### config.mk
export PLATFORM = sky130hd
export DESIGN_NAME = mem_dma
export DESIGN_NICKNAME = d
export VERILOG_FILES = /design/src/rtl/mem_dma.sv
export SDC_FILE = /design/constraint.sdc
export NUM_CORES = 1
export LEC_CHECK = 0
export ABC_AREA = 1
export CORE_MARGIN = 4
export CORE_UTILIZATION = 44
export DETAILED_ROUTE_END_ITERATION = 7
export GPL_ROUTABILITY_DRIVEN = 0
export GPL_TIMING_DRIVEN = 0
export MAX_ROUTING_LAYER = met4
export PLACE_DENSITY = 0.71
export SYNTH_ARGS = -nofsm -noshare
export SYNTH_HDL_FRONTEND = slang
export SYNTH_SLANG_ARGS = --single-unit
### constraint.sdc
create_clock -name clk -period 1.7 [get_ports clk]
set_clock_uncertainty 0.1 [all_clocks]
set_input_delay 0.17 -clock clk [delete_from_list [all_inputs] [get_ports clk]]
set_output_delay 0.17 -clock clk [all_outputs]
set_load 0.03 [all_outputs]
### src/rtl/mem_dma.sv
// mem_dma: single-channel memory DMA initiator for a word memory with
// combinational read and clocked write.
//   mode=0 copies len words from src to dst in ascending order (one READ
//   cycle followed by one WRITE cycle per word); mode=1 fills len words at
//   dst with pattern (one WRITE cycle per word). Pointers wrap modulo
//   2^ADDR_W.
// Ports:
//   clk, rst_n            clock, asynchronous active-low reset
//   start, mode           transfer request (sampled only in IDLE), copy/fill
//   src, dst, len         base addresses and word count, latched on start
//   pattern               fill value, latched on start
//   abort                 early termination (READ: no write; WRITE: finish it)
//   busy, done            busy in READ/WRITE, one-cycle done pulse
//   words_done            words written in the current or last transfer
//   mem_we, mem_addr,
//   mem_wdata, mem_rdata  memory port
module mem_dma #(
  parameter int DATA_W = 16,
  parameter int ADDR_W = 16,
  parameter int LEN_W  = 16
) (
  input  logic              clk,
  input  logic              rst_n,
  input  logic              start,
  input  logic              mode,
  input  logic [ADDR_W-1:0] src,
  input  logic [ADDR_W-1:0] dst,
  input  logic [LEN_W-1:0]  len,
  input  logic [DATA_W-1:0] pattern,
  input  logic              abort,
  output logic              busy,
  output logic              done,
  output logic [LEN_W-1:0]  words_done,
  output logic              mem_we,
  output logic [ADDR_W-1:0] mem_addr,
  output logic [DATA_W-1:0] mem_wdata,
  input  logic [DATA_W-1:0] mem_rdata
);

  typedef enum logic [1:0] {
    S_IDLE,
    S_READ,
    S_WRITE,
    S_DONE
  } state_e;

  state_e            state_q, state_d;
  logic [ADDR_W-1:0] src_ptr_q, src_ptr_d;
  logic [ADDR_W-1:0] dst_ptr_q, dst_ptr_d;
  logic [LEN_W-1:0]  cnt_q, cnt_d;
  logic [LEN_W-1:0]  words_done_q, words_done_d;
  logic [DATA_W-1:0] data_q, data_d;
  logic [DATA_W-1:0] pattern_q, pattern_d;
  logic              mode_q, mode_d;

  always_ff @(posedge clk or negedge rst_n) begin
    if (!rst_n) begin
      state_q      <= S_IDLE;
      src_ptr_q    <= '0;
      dst_ptr_q    <= '0;
      cnt_q        <= '0;
      words_done_q <= '0;
      data_q       <= '0;
      pattern_q    <= '0;
      mode_q       <= 1'b0;
    end else begin
      state_q      <= state_d;
      src_ptr_q    <= src_ptr_d;
      dst_ptr_q    <= dst_ptr_d;
      cnt_q        <= cnt_d;
      words_done_q <= words_done_d;
      data_q       <= data_d;
      pattern_q    <= pattern_d;
      mode_q       <= mode_d;
    end
  end

  always_comb begin
    state_d      = state_q;
    src_ptr_d    = src_ptr_q;
    dst_ptr_d    = dst_ptr_q;
    cnt_d        = cnt_q;
    words_done_d = words_done_q;
    data_d       = data_q;
    pattern_d    = pattern_q;
    mode_d       = mode_q;

    case (state_q)
      S_IDLE: begin
        // start has priority over abort; a zero-length request still
        // produces a done pulse and reports zero words.
        if (start) begin
          words_done_d = '0;
          if (len != '0) begin
            src_ptr_d = src;
            dst_ptr_d = dst;
            cnt_d     = len;
            mode_d    = mode;
            pattern_d = pattern;
            state_d   = mode ? S_WRITE : S_READ;
          end else begin
            state_d = S_DONE;
          end
        end
      end
      S_READ: begin
        data_d  = mem_rdata;
        state_d = abort ? S_DONE : S_WRITE;
      end
      S_WRITE: begin
        // The write in this cycle always commits, even when aborting.
        src_ptr_d    = src_ptr_q + ADDR_W'(1);
        dst_ptr_d    = dst_ptr_q + ADDR_W'(1);
        words_done_d = words_done_q + LEN_W'(1);
        cnt_d        = cnt_q - LEN_W'(1);
        if (abort || (cnt_q == LEN_W'(1))) begin
          state_d = S_DONE;
        end else if (mode_q) begin
          state_d = S_WRITE;
        end else begin
          state_d = S_READ;
        end
      end
      S_DONE: begin
        state_d = S_IDLE;
      end
      default: begin
        state_d = S_IDLE;
      end
    endcase
  end

  // All outputs decode the registered state and latched operands only.
  always_comb begin
    busy      = (state_q == S_READ) || (state_q == S_WRITE);
    done      = (state_q == S_DONE);
    mem_we    = (state_q == S_WRITE);
    mem_addr  = '0;
    mem_wdata = '0;
    if (state_q == S_READ) begin
      mem_addr = src_ptr_q;
    end else if (state_q == S_WRITE) begin
      mem_addr  = dst_ptr_q;
      mem_wdata = mode_q ? pattern_q : data_q;
    end
  end

  assign words_done = words_done_q;

endmodule
==> impl_results.md, run 1 <==
- Clk Latency, worst-skew pair: 0.36 ns
- Peak Freq: 0.4688 GHz
- Synth async-reset ratio: 100.0%
- Starting Density: 45.17%
- Pwr Total: about 18000 uW
- Die area: 0.01628 mm^2
- Post-Syn Nets: roughly 1000
- Setup TNS: -19.44 ns
- Yosys top cell area share: approximately 39%
- Routed Wire Length: 22.50 mm
- Part of the cycle the worst path needs: 125.5%
- Worst min path class: in -> reg
- Worst slew margin: 45.89%
- Longest Clk Path Bufs: 2
- Yosys reg bits: 99
- Lkg Pwr: 0.004495 uW
- First-pass GRT wire length: 35.36 mm
- P per Cell Area: 1864 mW/mm^2
- Crit path kind: reg -> out
- Setup WS post-layout: -0.4331 ns
- Count leader, synth: nand2_1
- Share of cells above drive strength 1: 25.31%
- Vias/cell: around 5.5
- Total count of max-transition violations in the final report: 0
- Total global routing overflow: 0
- Critical path required time: ~1.4 ns
- Initial antenna violation count: 0
- Row count: 43
- Vias in the first global route: 6907
- Final Setup Violations: ~110
- Distinct cell type count after synthesis: 31
- Number of max-cap violations: 0
- Clock buffer count from CTS: 9
- IO Count: 136
- Initial DRC Count: 724
- Ant. Diodes: 0
- RSZ-0062 raised after global routing: true
- Crit end category: output port
- Final net count: 1231
- DR pass1 iterations: 5
- DR vias: a little over 7000
- Post-Syn Instances: between 900 and 1000
- Leading area contributor after synthesis: dfrtp_1
- Arr. time, crit path: 1.86 ns
- Post-route minimum period: ~2.1 ns
- Status: complete, but fails checks
- Root buffer cell: clkbuf_16
- Placed inst area: 0.008154 mm^2
- Die Ht: 127.6 um
- Warnings, synthesis: 0
- Largest net degree at the start of global routing: about 60
- GRT Overall Usage: 28.28%
- Critical path launch point type: register
- # H-tree levels: 3
- Final core occ: 70.37%
- Drt wl/cell: 17.02 um
- Routed Antenna Nets: 0
- Critical path fanouts, max: 7
- Clock slew at reported path FFs: around 0.07 ns
- CTS sink cnt: 99
- Failing checks: negative setup slack
- Core area: 0.01393 mm^2
- Post-synth top cells: nand2_1 (304), nand3_1 (116), dfrtp_1 (99)
- Worst VDD drop: ~0.82 mV
- Synth area leaders: dfrtp_1 (39%), nand2_1 (18%), nand3_1 (9.2%), o21ai_0 (6.5%), inv_1 (5.6%)
- IO buf count: 135
- # DRC: 0
- Fin area: 0.009806 mm^2
- Post-DP HPWL: 15.06 mm
- Hold WS: 0.2676 ns
- Syn-to-layout area delta: 55.77%
- Worst Tran Pin Value: between 0.8 and 0.9 ns
- Die X: 127.6 um
- Mean area per synthesized cell: 6.668 um^2
- Synth Cell Area: about 0.0063 mm^2
- Hold Vio Cnt, Final: 0
- CTS tree: yes
- Post-synth EDFFs: 0
- Seq/Total Area, Yosys: 39.36%
- Synth Flop Type: dfrtp_1
-- per-stage QoR --
stage,worst slack (ns),cells
floorplan,-0.08912,944
global placement,-3.605,1259
detailed placement,-0.7787,1260
CTS,-0.4054,1320
global route,-0.4967,1322
finish,-0.4331,1322
-- flip-flops by register name, indices dropped and copies added, names as in the netlist --
| name | flops |
|---|---|
| cnt_q | 16 |
| data_q | 16 |
| state_q | 2 |
| words_done | 16 |
| pattern_q | 16 |
| src_ptr_q | 16 |
| dst_ptr_q | 16 |
| mode_q | 1 |
-- worst max-delay path, stage by stage (launching register included) --
cell	delay, ns
dfrtp_1	0.41
buf_6	0.14
ha_4	0.18
nor2_4	0.15
buf_12	0.14
inv_8	0.06
buf_16	0.14
o22ai_4	0.12
buf_6	0.16
-- timing repair --
| item | in CTS | in global routing |
|---|---|---|
| endpoints found under the hold margin | 59 | 0 |
| cloned | 12 | 0 |
| setup buffers | 33 | 4 |
| endpoints found under the setup margin | 125 | 127 |
| pin swaps | 18 | 3 |
| hold buffers | 1 | 0 |
| resized for setup | 469 | 49 |
-- cell families after synthesis --
kind of cell	share of synthesized area (%)
XOR/XNOR	0.4175
flip-flops	39.36
adder cells (fa/ha/maj)	1.789
AO/OA/AOI/OAI	11.05
buffers and inverters	8.865
AND/OR/NAND/NOR	38.52
-- routing by layer --
metal / up-vias / GRT usage (%) / routed length, um
met5: - / - / 0
met3: 64 / 6.396 / 1832
met1: 3378 / 36.35 / 9442
li1: 3457 / - / -
met4: 0 / 8.614 / 554
met2: 325 / 44.84 / 10670
-- power breakdown --
part	internal, uW	leakage [uW]	total, uW	switching, uW
clock network	1230	0.000152	2190	964
logic	5150	0.00310	11800	6610
registers	3380	0.00124	4330	950
total	9750	0.00449	18300	8530
-- cells in the final DEF (no fill, tap or decap), types with 25 or more instances in the layout --
master / count
nor2_1: 80
nand2_1: 292
buf_6: 51
o21ai_0: 37
inv_1: 84
nand3_1: 87
clkdlybuf4s50_1: 83
nand3_2: 28
dfrtp_1: 97
o21ai_1: 25
-- path summary, 6_finish.rpt --
| path | from | end | slack [ns] | depth (start not counted) |
|---|---|---|---|---|
| max | state_q[0] | mem_addr[11] | -0.43 | 8 |
| min reg2reg | pattern_q[15] | pattern_q[15] | 0.37 | 2 |
| max in group asynchronous | rst_n | cnt_q[12] | 0.46 | 3 |
| max reg2reg | state_q[0] | cnt_q[8] | -0.24 | 13 |
| min in group asynchronous | rst_n | data_q[13] | 0.34 | 2 |
| min | mem_rdata[5] | data_q[5] | 0.27 | 3 |
-- area by class of cell --
cell class / count / area [um^2]
fillers: 1097 / 4129
multi-input cells: 712 / 3954
flip-flops and latches: 99 / 2480
repair buffers: 185 / 2014
plain buffers: 35 / 434.2
inverters: 95 / 385.4
clock buffers: 11 / 252.7
well taps: 180 / 225.2
clock inverters: 5 / 60.06
Power figures use the tool's default switching activity.
==> run 2, diff against run 1 <==
--- a/config.mk
+++ b/config.mk
@@ -10,7 +10,6 @@
 export CORE_UTILIZATION = 44
 export DETAILED_ROUTE_END_ITERATION = 7
 export GPL_ROUTABILITY_DRIVEN = 0
-export GPL_TIMING_DRIVEN = 0
 export MAX_ROUTING_LAYER = met4
 export PLACE_DENSITY = 0.71
 export SYNTH_ARGS = -nofsm -noshare
==> run 2 against run 1 <==
Net effect:
- the run still ends with negative setup slack left
- cell count up 0.83%
- core utilization grew 1.4 points
- total power up 0.71%
- combinational power is essentially flat
- count of clock-buffer cells in the layout decreased by 1
- hold slack worse by 0.097 ns
- critical endpoint is now mem_addr[6]
- largest cell class unchanged
- largest power group unchanged
==> impl_results.md, run 2 (synthesis results as in run 1) <==
- Status: complete, but fails checks
- Failing checks: negative setup slack
- P per Cell Area: about 1800 mW/mm^2
- Post-DP HPWL: 13.79 mm
- Total global routing overflow: 0
- Longest Clk Path Bufs: 2
- Worst slew margin: 67.05%
- Finished Layout Cells: 1333
- Critical path launch point type: register
- Core area: 0.01393 mm^2
- Initial antenna violation count: 0
- Row count: 43
- Routed Wire Length: 21.69 mm
- Starting Density: 45.17%
- IO Count: about 140
- Drt wl/cell: around 16 um
- Arr. time, crit path: 1.84 ns
- Largest net degree at the start of global routing: 34
- GRT Overall Usage: 25.72%
- Ant. Diodes: 0
- Die X: 127.6 um
- Most common cell after layout, fill and taps aside: nand2_1
- Share of cells above drive strength 1: between 20% and 30%
- Pwr Total: 18410 uW
- # DRC: 0
- DR pass1 iterations: 6
- Peak Freq: between 0.4 and 0.5 GHz
- Worst r2r path cells: 12
- Clk Latency, worst-skew pair: 0.36 ns
- Final net count: 1243
- Lkg Pwr: 0.004653 uW
- Vias/cell: 5.380
- Hold WS: approximately 0.17 ns
- Critical path required time: 1.43 ns
- Crit path kind: reg -> out
- Vias in the first global route: 6587
- Die Ht: 127.6 um
- Clock buffer count from CTS: 9
- Total count of max-transition violations in the final report: 0
- Final core occ: 71.80%
- Initial DRC Count: around 620
- Worst VDD drop: 0.6966 mV
- Worst r2r src: state_q[1]
- Setup WS post-layout: -0.4100 ns
- IO buf count: 135
- Worst min path class: in -> async
- Worst reg2reg endpoint: src_ptr_q[12]
- Part of the cycle the worst path needs: 124.1%
- Crit end category: output port
- Most frequent cells in the layout: nand2_1 (272), dfrtp_1 (98), nand3_1 (89)
- Routed Antenna Nets: 0
- Root buffer cell: clkbuf_16
- Syn-to-layout area delta: 58.93%
- Clock slew at reported path FFs: 0.07 ns
- Number of max-cap violations: 0
- Die area: 0.01628 mm^2
- Hold Vio Cnt, Final: 0
- RSZ-0062 raised after global routing: true
- CTS sink cnt: 99
- # H-tree levels: 3
- Post-Place Cells: approximately 1300
- DR vias: 7171
- Critical path fanouts, max: 8
- Worst Tran Pin Value: 0.4925 ns
- Post-route minimum period: around 2.1 ns
- CTS tree: yes
- Final Setup Violations: 96
- First-pass GRT wire length: 32.73 mm
- Reg2reg setup slack: -0.31 ns
==> run 2: changes by cell type in the layout (fill, tap and decap cells not counted), sizes merged <==
cell,before,now
bufinv,1,0
clkbuf,31,15
inv,95,99
buf,100,126
clkinvlp,2,0
clkinv,2,1
bufbuf,0,1
==> run 2: through the flow <==
| step | TNS (ns) | area (um^2) | worst slack, ns |
|---|---|---|---|
| global placement | -4.689 | 8344 | -0.09983 |
| global route | -31.72 | 10000 | -0.4646 |
| floorplan | -0.6182 | 6560 | -0.08912 |
| CTS | -26.15 | 9176 | -0.3956 |
| finish | -25.98 | 10000 | -0.4100 |
| detailed placement | -6.937 | 8344 | -0.1546 |
==> run 2: worst max-delay path, stage by stage (launching register included) <==
cell,delay (ns)
dfrtp_2,0.45
inv_2,0.09
ha_4,0.15
inv_4,0.05
nor2_4,0.21
inv_4,0.10
buf_12,0.16
o22ai_4,0.13
buf_6,0.16
==> run 2: power by group <==
part           switching (uW)  total [uW]  internal, uW
Sequential                925        4300          3370
Clock                     967        1980          1010
Combinational            6660       12100          5480
==> run 2: worst max path at each step <==
stage                     from           end  slack [ns]  depth (start not counted)
detailed placement     len[15]  src_ptr_q[5]       -0.15                          9
CTS                 state_q[1]  mem_addr[12]       -0.40                          7
global route        state_q[0]  mem_wdata[7]       -0.46                          8
finish              state_q[0]   mem_addr[6]       -0.41                          8
floorplan           state_q[1]  mem_addr[15]       -0.09                          6
global placement       len[15]      cnt_q[7]        -0.1                         10
==> run 2: routing by layer <==
metal / track usage, % / vias to the layer above / wire length [um]
met4: 8.052 / 0 / 456
met1: 34.77 / 3372 / 9241
met3: 3.554 / 37 / 1444
li1: - / 3487 / -
met5: - / - / 0
met2: 40.38 / 275 / 10550
==> run 2: what timing repair did <==
item                       in CTS  in global routing
setup endpoints to repair      95                117
gates resized for setup       104                191
pin swaps                       5                 26
hold endpoints to repair       86                  0
cloned                          9                  7
setup buffers                   8                 27
hold buffers                    1                  0
==> run 2: final cells by class <==
| cell class | instances | area, um^2 |
|---|---|---|
| multi-input combinational | 712 | 4024 |
| tap | 180 | 225.2 |
| clock inverter | 5 | 42.54 |
| fill | 1117 | 3930 |
| sequential | 99 | 2479 |
| clock buffer | 10 | 229.0 |
| inverter | 95 | 374.1 |
| timing repair buffer | 232 | 2631 |
